File: config.mk
export PLATFORM = sky130hd
export DESIGN_NAME = ttt_input_accumulator
export DESIGN_NICKNAME = d
export VERILOG_FILES = /design/src/rtl/ttt_pkg.sv /design/src/rtl/ttt_weight_bank.sv /design/src/rtl/ttt_input_accumulator.sv
export SDC_FILE = /design/constraint.sdc
export NUM_CORES = 1
export LEC_CHECK = 0
export BUFFER_PORTS_ARGS = -buffer_cell sky130_fd_sc_hd__buf_2
export CAP_MARGIN = 5
export CORE_ASPECT_RATIO = 1.2
export CORE_MARGIN = 3
export CORE_UTILIZATION = 35
export DETAILED_ROUTE_END_ITERATION = 6
export PLACE_DENSITY = 0.63
export SKIP_LAST_GASP = 1
export SYNTH_ARGS = -nofsm -noshare
export SYNTH_HDL_FRONTEND = slang
export SYNTH_HIERARCHICAL = 1
export SYNTH_SLANG_ARGS = --single-unit
File: constraint.sdc
create_clock -name clock -period 4.75 [get_ports clock]
set_input_delay 0.2375 -clock clock [delete_from_list [all_inputs] [get_ports clock]]
set_output_delay 0.2375 -clock clock [all_outputs]
set_load 0.02 [all_outputs]
File: src/rtl/ttt_pkg.sv
// Shared types and helpers for the TTT token datapath.
//   NEW_TOKEN_BITS : width of the signed good/bad deltas fed to the processor
//   WEIGHT_BITS    : width of the signed per-source weights
//   token_delta_t  : signed delta type
//   weight_t       : signed weight type
//   accum_state_t  : input accumulator FSM states
//   sat_to_delta() : clamps a signed sum into the token_delta_t range
package ttt_pkg;

  localparam int NEW_TOKEN_BITS = 4;
  localparam int WEIGHT_BITS    = 4;

  localparam int DELTA_MAX = (2 ** (NEW_TOKEN_BITS - 1)) - 1;
  localparam int DELTA_MIN = -(2 ** (NEW_TOKEN_BITS - 1));

  typedef logic signed [NEW_TOKEN_BITS-1:0] token_delta_t;
  typedef logic signed [WEIGHT_BITS-1:0]    weight_t;

  typedef enum logic [1:0] {
    ACC_IDLE,
    ACC_SCAN,
    ACC_DONE
  } accum_state_t;

  function automatic token_delta_t sat_to_delta(input int v);
    token_delta_t r;
    if (v > DELTA_MAX)      r = token_delta_t'(DELTA_MAX);
    else if (v < DELTA_MIN) r = token_delta_t'(DELTA_MIN);
    else                    r = token_delta_t'(v);
    return r;
  endfunction

endpackage

File: src/rtl/ttt_weight_bank.sv
// Per-source good/bad weight register file.
//   i_clock, i_reset      : clock, synchronous active-high reset (all weights -> 0)
//   i_we/i_addr/i_sel/i_data : write port (sel 0 = good, 1 = bad); visible next cycle
//   i_scan_idx            : scan read index
//   o_scan_good/o_scan_bad: stored weights at i_scan_idx (combinational)
//   o_rd_data             : registered readback of [i_addr][i_sel]; old value on a
//                           simultaneous write
module ttt_weight_bank
  import ttt_pkg::*;
#(
  parameter int NUM_INPUTS = 8,
  parameter int INDEX_BITS = $clog2(NUM_INPUTS)
) (
  input  logic                  i_clock,
  input  logic                  i_reset,
  input  logic                  i_we,
  input  logic [INDEX_BITS-1:0] i_addr,
  input  logic                  i_sel,
  input  weight_t               i_data,
  input  logic [INDEX_BITS-1:0] i_scan_idx,
  output weight_t               o_scan_good,
  output weight_t               o_scan_bad,
  output weight_t               o_rd_data
);

  weight_t r_good [NUM_INPUTS];
  weight_t r_bad  [NUM_INPUTS];
  weight_t r_rd_data;

  always_ff @(posedge i_clock) begin
    if (i_reset) begin
      for (int unsigned i = 0; i < NUM_INPUTS; i++) begin
        r_good[i] <= '0;
        r_bad[i]  <= '0;
      end
      r_rd_data <= '0;
    end else begin
      if (i_we && !i_sel) r_good[i_addr] <= i_data;
      if (i_we &&  i_sel) r_bad[i_addr]  <= i_data;
      r_rd_data <= i_sel ? r_bad[i_addr] : r_good[i_addr];
    end
  end

  assign o_scan_good = r_good[i_scan_idx];
  assign o_scan_bad  = r_bad[i_scan_idx];
  assign o_rd_data   = r_rd_data;

endmodule

File: src/rtl/ttt_input_accumulator.sv
// Latches per-source token start/stop events and, once per time step, scans all
// sources summing event * weight into saturated good/bad deltas.
//   clock, reset                 : clock, synchronous active-high reset
//   start_in, stop_in            : per-source event pulses (latched until scanned)
//   step_start                   : begin a scan (ignored while busy)
//   weight_we/addr/sel/data_in   : weight write port; weight_data_out is the
//                                  registered readback of [weight_addr][weight_sel]
//   busy                         : scan or output update in progress
//   good_tokens_out/bad_tokens_out : saturated deltas, held until next step
//   deltas_valid                 : one-cycle pulse when the deltas update
module ttt_input_accumulator
  import ttt_pkg::*;
#(
  parameter int NUM_INPUTS = 8,
  parameter int INDEX_BITS = $clog2(NUM_INPUTS)
) (
  input  logic                  clock,
  input  logic                  reset,
  input  logic [NUM_INPUTS-1:0] start_in,
  input  logic [NUM_INPUTS-1:0] stop_in,
  input  logic                  step_start,
  input  logic                  weight_we,
  input  logic [INDEX_BITS-1:0] weight_addr,
  input  logic                  weight_sel,
  input  weight_t               weight_data_in,
  output weight_t               weight_data_out,
  output logic                  busy,
  output token_delta_t          good_tokens_out,
  output token_delta_t          bad_tokens_out,
  output logic                  deltas_valid
);

  localparam int ACC_BITS = WEIGHT_BITS + INDEX_BITS + 1;
  typedef logic signed [ACC_BITS-1:0] acc_t;

  accum_state_t          r_state, w_state_nxt;
  logic [INDEX_BITS-1:0] r_idx;
  logic [NUM_INPUTS-1:0] r_pend_start, r_pend_stop;
  acc_t                  r_acc_good, r_acc_bad;
  token_delta_t          r_good_out, r_bad_out;

  weight_t               w_scan_good, w_scan_bad;
  acc_t                  w_good_ext, w_bad_ext;
  acc_t                  w_acc_good_nxt, w_acc_bad_nxt;
  logic                  w_net_pos, w_net_neg, w_last;
  logic [NUM_INPUTS-1:0] w_clr;

  ttt_weight_bank #(
    .NUM_INPUTS (NUM_INPUTS),
    .INDEX_BITS (INDEX_BITS)
  ) u_bank (
    .i_clock     (clock),
    .i_reset     (reset),
    .i_we        (weight_we),
    .i_addr      (weight_addr),
    .i_sel       (weight_sel),
    .i_data      (weight_data_in),
    .i_scan_idx  (r_idx),
    .o_scan_good (w_scan_good),
    .o_scan_bad  (w_scan_bad),
    .o_rd_data   (weight_data_out)
  );

  // Start and stop both pending cancel out (net 0).
  assign w_net_pos = r_pend_start[r_idx] & ~r_pend_stop[r_idx];
  assign w_net_neg = r_pend_stop[r_idx]  & ~r_pend_start[r_idx];
  assign w_last    = (r_idx == INDEX_BITS'(NUM_INPUTS - 1));
  assign w_clr     = (r_state == ACC_SCAN) ? (NUM_INPUTS'(1) << r_idx) : '0;

  assign w_good_ext = {{(ACC_BITS-WEIGHT_BITS){w_scan_good[WEIGHT_BITS-1]}}, w_scan_good};
  assign w_bad_ext  = {{(ACC_BITS-WEIGHT_BITS){w_scan_bad[WEIGHT_BITS-1]}}, w_scan_bad};

  always_comb begin
    w_acc_good_nxt = r_acc_good;
    w_acc_bad_nxt  = r_acc_bad;
    if (w_net_pos) begin
      w_acc_good_nxt = r_acc_good + w_good_ext;
      w_acc_bad_nxt  = r_acc_bad  + w_bad_ext;
    end else if (w_net_neg) begin
      w_acc_good_nxt = r_acc_good - w_good_ext;
      w_acc_bad_nxt  = r_acc_bad  - w_bad_ext;
    end
  end

  always_ff @(posedge clock) begin
    if (reset) r_state <= ACC_IDLE;
    else       r_state <= w_state_nxt;
  end

  always_comb begin
    w_state_nxt  = r_state;
    busy         = 1'b0;
    deltas_valid = 1'b0;
    case (r_state)
      ACC_IDLE: if (step_start) w_state_nxt = ACC_SCAN;
      ACC_SCAN: begin
        busy = 1'b1;
        if (w_last) w_state_nxt = ACC_DONE;
      end
      ACC_DONE: begin
        busy         = 1'b1;
        deltas_valid = 1'b1;
        w_state_nxt  = ACC_IDLE;
      end
      default: w_state_nxt = ACC_IDLE;
    endcase
  end

  always_ff @(posedge clock) begin
    if (reset) begin
      r_idx        <= '0;
      r_pend_start <= '0;
      r_pend_stop  <= '0;
      r_acc_good   <= '0;
      r_acc_bad    <= '0;
      r_good_out   <= '0;
      r_bad_out    <= '0;
    end else begin
      // Clearing the scanned bit loses to a new event arriving in the same cycle.
      r_pend_start <= (r_pend_start & ~w_clr) | start_in;
      r_pend_stop  <= (r_pend_stop  & ~w_clr) | stop_in;
      case (r_state)
        ACC_IDLE: if (step_start) begin
          r_idx      <= '0;
          r_acc_good <= '0;
          r_acc_bad  <= '0;
        end
        ACC_SCAN: begin
          r_acc_good <= w_acc_good_nxt;
          r_acc_bad  <= w_acc_bad_nxt;
          r_idx      <= r_idx + INDEX_BITS'(1);
          // Outputs load on the edge into DONE so they are already stable while
          // deltas_valid is high.
          if (w_last) begin
            r_good_out <= sat_to_delta(int'(w_acc_good_nxt));
            r_bad_out  <= sat_to_delta(int'(w_acc_bad_nxt));
          end
        end
        default: ;
      endcase
    end
  end

  assign good_tokens_out = r_good_out;
  assign bad_tokens_out  = r_bad_out;

endmodule

==> flow_summary.json <==
{
  "ff_latch_area_um2": 2900,
  "ctsResizeCount": 0,
  "multi_input_area_um2": 4150,
  "synth_adder_area_share_pct": 7.49,
  "gp_congestion": 0.903,
  "clockBufferDepth": 2,
  "coreArea_um2": 20500,
  "pre_cts_ws_ns": 0.663,
  "synth_top_flop_cell": "edfxtp_1",
  "synth_edf_count": 64,
  "synth.area.mux_share_pct": 12.0,
  "ys_types": 72,
  "post_route_cells_drive_above_1_share_pct": 19.3,
  "min_to": "r_pend_start[4]",
  "grt-ovfl-total": 0,
  "slew_headroom_pct": 45.5,
  "peakVddDrop_mv": 0.223,
  "crit_slowest_cell": "mux4_1",
  "ys_ff_latch": 113,
  "track_usage_pct": 15.9,
  "fmax_ghz": 0.244,
  "ys_seq_area_share_pct": 39.1,
  "initial_core_util_pct": 36.1,
  "finalCritPeriodShare_pct": 86.4,
  "power_density_nw_per_um2": 347,
  "io_buffer_count": 41,
  "grt_pass1_vias": 5401,
  "timing.rr.start": "r_idx[0]",
  "clock_power_share_pct": 44.1,
  "crit_fanout": 16,
  "cap_violations": 0,
  "yosys_warnings": 6,
  "cts_buffers": 17,
  "antenna_cells": 0,
  "slowest_delay_ns": 0.59,
  "clkSinkCount": 113,
  "synth_xor_area_share_pct": 0.945,
  "die_y_um": 165,
  "place_inst": 990,
  "rsz0062_at_grt": "no",
  "internal_power_mw": 2.07,
  "comb_power_share_pct": 16.8,
  "endpoint_kind": "flop",
  "dpl.hpwl_um": 12900,
  "path_class": "flop to flop",
  "syn_nets": 792,
  "r2r_cells": 14,
  "crit_buf_inv": 2,
  "num_vias": 5554,
  "async_flop_share_pct": 0,
  "rows": 57,
  "r2r-end": "bad_tokens_out[2]",
  "period_needed_ns": 4.10,
  "cp_cell_sequence": "buf_4, mux4_1, mux2_2, inv_1, ha_1, nand2b_1, a21boi_0, o211ai_1, and4_1, a2111oi_4, xnor2_1, o21ai_1, a211oi_1, nor3_1",
  "worst_slack_ns": 0.646,
  "clkTransAtPathRegs_ns": 0.06,
  "clk_latency_ns": 0.42,
  "hold_viol_final": 0,
  "cts_root_buf": "clkbuf_16",
  "final_area_um2": 8340,
  "crit_family": "compound AO/OA/AOI/OAI gates",
  "cp_data_required_time_ns": 5.03,
  "dieWidth_um": 139,
  "synthSimpleGateAreaFrac_pct": 19.4,
  "skew_ns": 0.0110,
  "viasPerCell": 5.43,
  "n_fill_cell": 2027,
  "dpl_cell_area_um2": 7740,
  "postCtsSetupRepairBufs": 0,
  "synth_top_family_by_area": "simple AND/OR/NAND/NOR gates",
  "sequentialPowerShare_pct": 39.1,
  "netlist_area_um2": 7420,
  "avgSynthCellArea_um2": 10.3,
  "worst_setup_path_start_kind": "flop",
  "r2r_setup_slack_ns": 0.65,
  "setup_viol": 0,
  "p_leak_nw": 3.20,
  "io_pins": 42,
  "remaining_drc_errors": 0,
  "nets": 815,
  "fp.dieArea_um2": 23000,
  "power.switching_uw": 825,
  "setup_tns_ns": 0,
  "cts_max_level": 4,
  "synthToLayoutAreaGrowth_pct": 12.4,
  "hold_depth": 3,
  "fin_hold_ws_ns": 0.0143,
  "outcome": "finished, final reports clean",
  "grt_max_degree": 59,
  "wl_um": 18100,
  "cts_tree": "yes",
  "hp-start": "start_in[4]",
  "worst_slew_pin_slew_ns": 0.818,
  "instances_no_fill": 1023,
  "netlist_instances": 722,
  "grt_pass1_wl_um": 28800,
  "cp_data_arrival_time_ns": 4.39,
  "synth_compound_area_share_pct": 16.0,
  "worstSetupPathDepth": 14,
  "hold_path_class": "primary input to flop",
  "drt-initial-drc-count": 537,
  "netSwitchingFraction_pct": 28.5,
  "post_drt_wl_per_cell_um": 17.7,
  "slew_viol_final": 0,
  "drt-pass1-iter-count": 5,
  "antenna_left": 0,
  "antenna_found_initial": 0
}
## registers in the layout, indices dropped and copies added, names as in the netlist
| register | count |
|---|---|
| bad_tokens_out | 4 |
| good_tokens_out | 4 |
| r_acc_bad | 8 |
| r_acc_good | 8 |
| r_idx | 3 |
| r_pend_start | 8 |
| r_pend_stop | 8 |
| r_state | 2 |
| u_bank/o_rd_data | 4 |
| u_bank/r_bad | 32 |
| u_bank/r_good | 32 |
## cell type report
class | count | area share (%)
multi-input cells | 535 | 49.7
repair buffers | 48 | 3.12
flip-flops and latches | 113 | 34.8
well taps | 265 | 3.98
clock buffers | 18 | 5.15
inverters | 30 | 1.35
clock inverters | 14 | 1.88
## metal layers
layer	wire [µm]	track usage, %
met5	0	0
met4	312	5.43
met3	668	3.14
met2	9280	28.3
met1	7850	19.3
## logic make-up after synthesis
family | after synthesis
adder cells (fa/ha/maj) | 42
AO/OA/AOI/OAI | 170
buffers and inverters | 74
multiplexers | 53
XOR/XNOR | 8
flip-flops | 113
AND/OR/NAND/NOR | 262
## power by group through the flow
stage	combinational [mW]	sequential, mW	clock (mW)
detailed placement	0.483	1.15	0
global route	0.539	1.13	1.34
global placement	0.477	1.15	0
floorplan	0.375	1.13	0
CTS	0.485	1.13	1.29
finish	0.485	1.13	1.28
## Yosys cell counts (all sizes together) (9+ instances only)
cell    number  area, µm²
nor2        79        297
nand2b      15       93.8
nor3        17        135
buf         24        180
a21oi       51        263
mux2i        9       93.8
edfxtp      64       1920
clkbuf      20       75.1
inv         29        109
dfxtp       49        981
mux2        22        248
ha          38        475
mux4        22        552
a22oi       25        188
nand2       24       90.1
and2        68        425
or2         21        131
o21ai       22        110
## worst max path at each step
stage | startpoint | endpoint | slack, ns
after floorplan | r_idx[0] | bad_tokens_out[2] | 0.92
after global placement | r_idx[0] | bad_tokens_out[2] | 0.79
after detailed placement | r_idx[0] | bad_tokens_out[2] | 0.66
after CTS | r_idx[0] | bad_tokens_out[2] | 0.65
after global routing | r_idx[0] | bad_tokens_out[2] | 0.35
final | r_idx[0] | bad_tokens_out[2] | 0.65
## worst reg2reg max path: stages, from the launching register on
cell,delay [ns]
dfxtp_1,0.33
buf_4,0.28
mux4_1,0.59
mux2_2,0.34
inv_1,0.21
ha_1,0.30
nand2b_1,0.18
a21boi_0,0.26
o211ai_1,0.16
and4_1,0.25
a2111oi_4,0.34
xnor2_1,0.23
o21ai_1,0.16
a211oi_1,0.26
nor3_1,0.07
## stage by stage
stage	power, mW	utilization (%)
2_1_floorplan	1.51	-
3_3_place_gp	1.63	37.7
3_5_place_dp	1.63	37.7
4_1_cts	2.91	40.6
5_1_grt	3.01	40.6
6_report	2.89	40.6
## cells in the final DEF (no fill, tap or decap), drive strengths merged, types with 24 or more instances in the layout
cell and n:
inv 34, buf 47, ha 38, nand2 24, a22oi 25, edfxtp 64
nor2 79, dfxtp 49, and2 68, a21oi 51
## what timing repair did
item	4_1_cts	5_1_grt
endpoints found under the setup margin	0	0
endpoints found under the hold margin	1	0
hold buffers	1	0
Power figures use the tool's default switching activity.
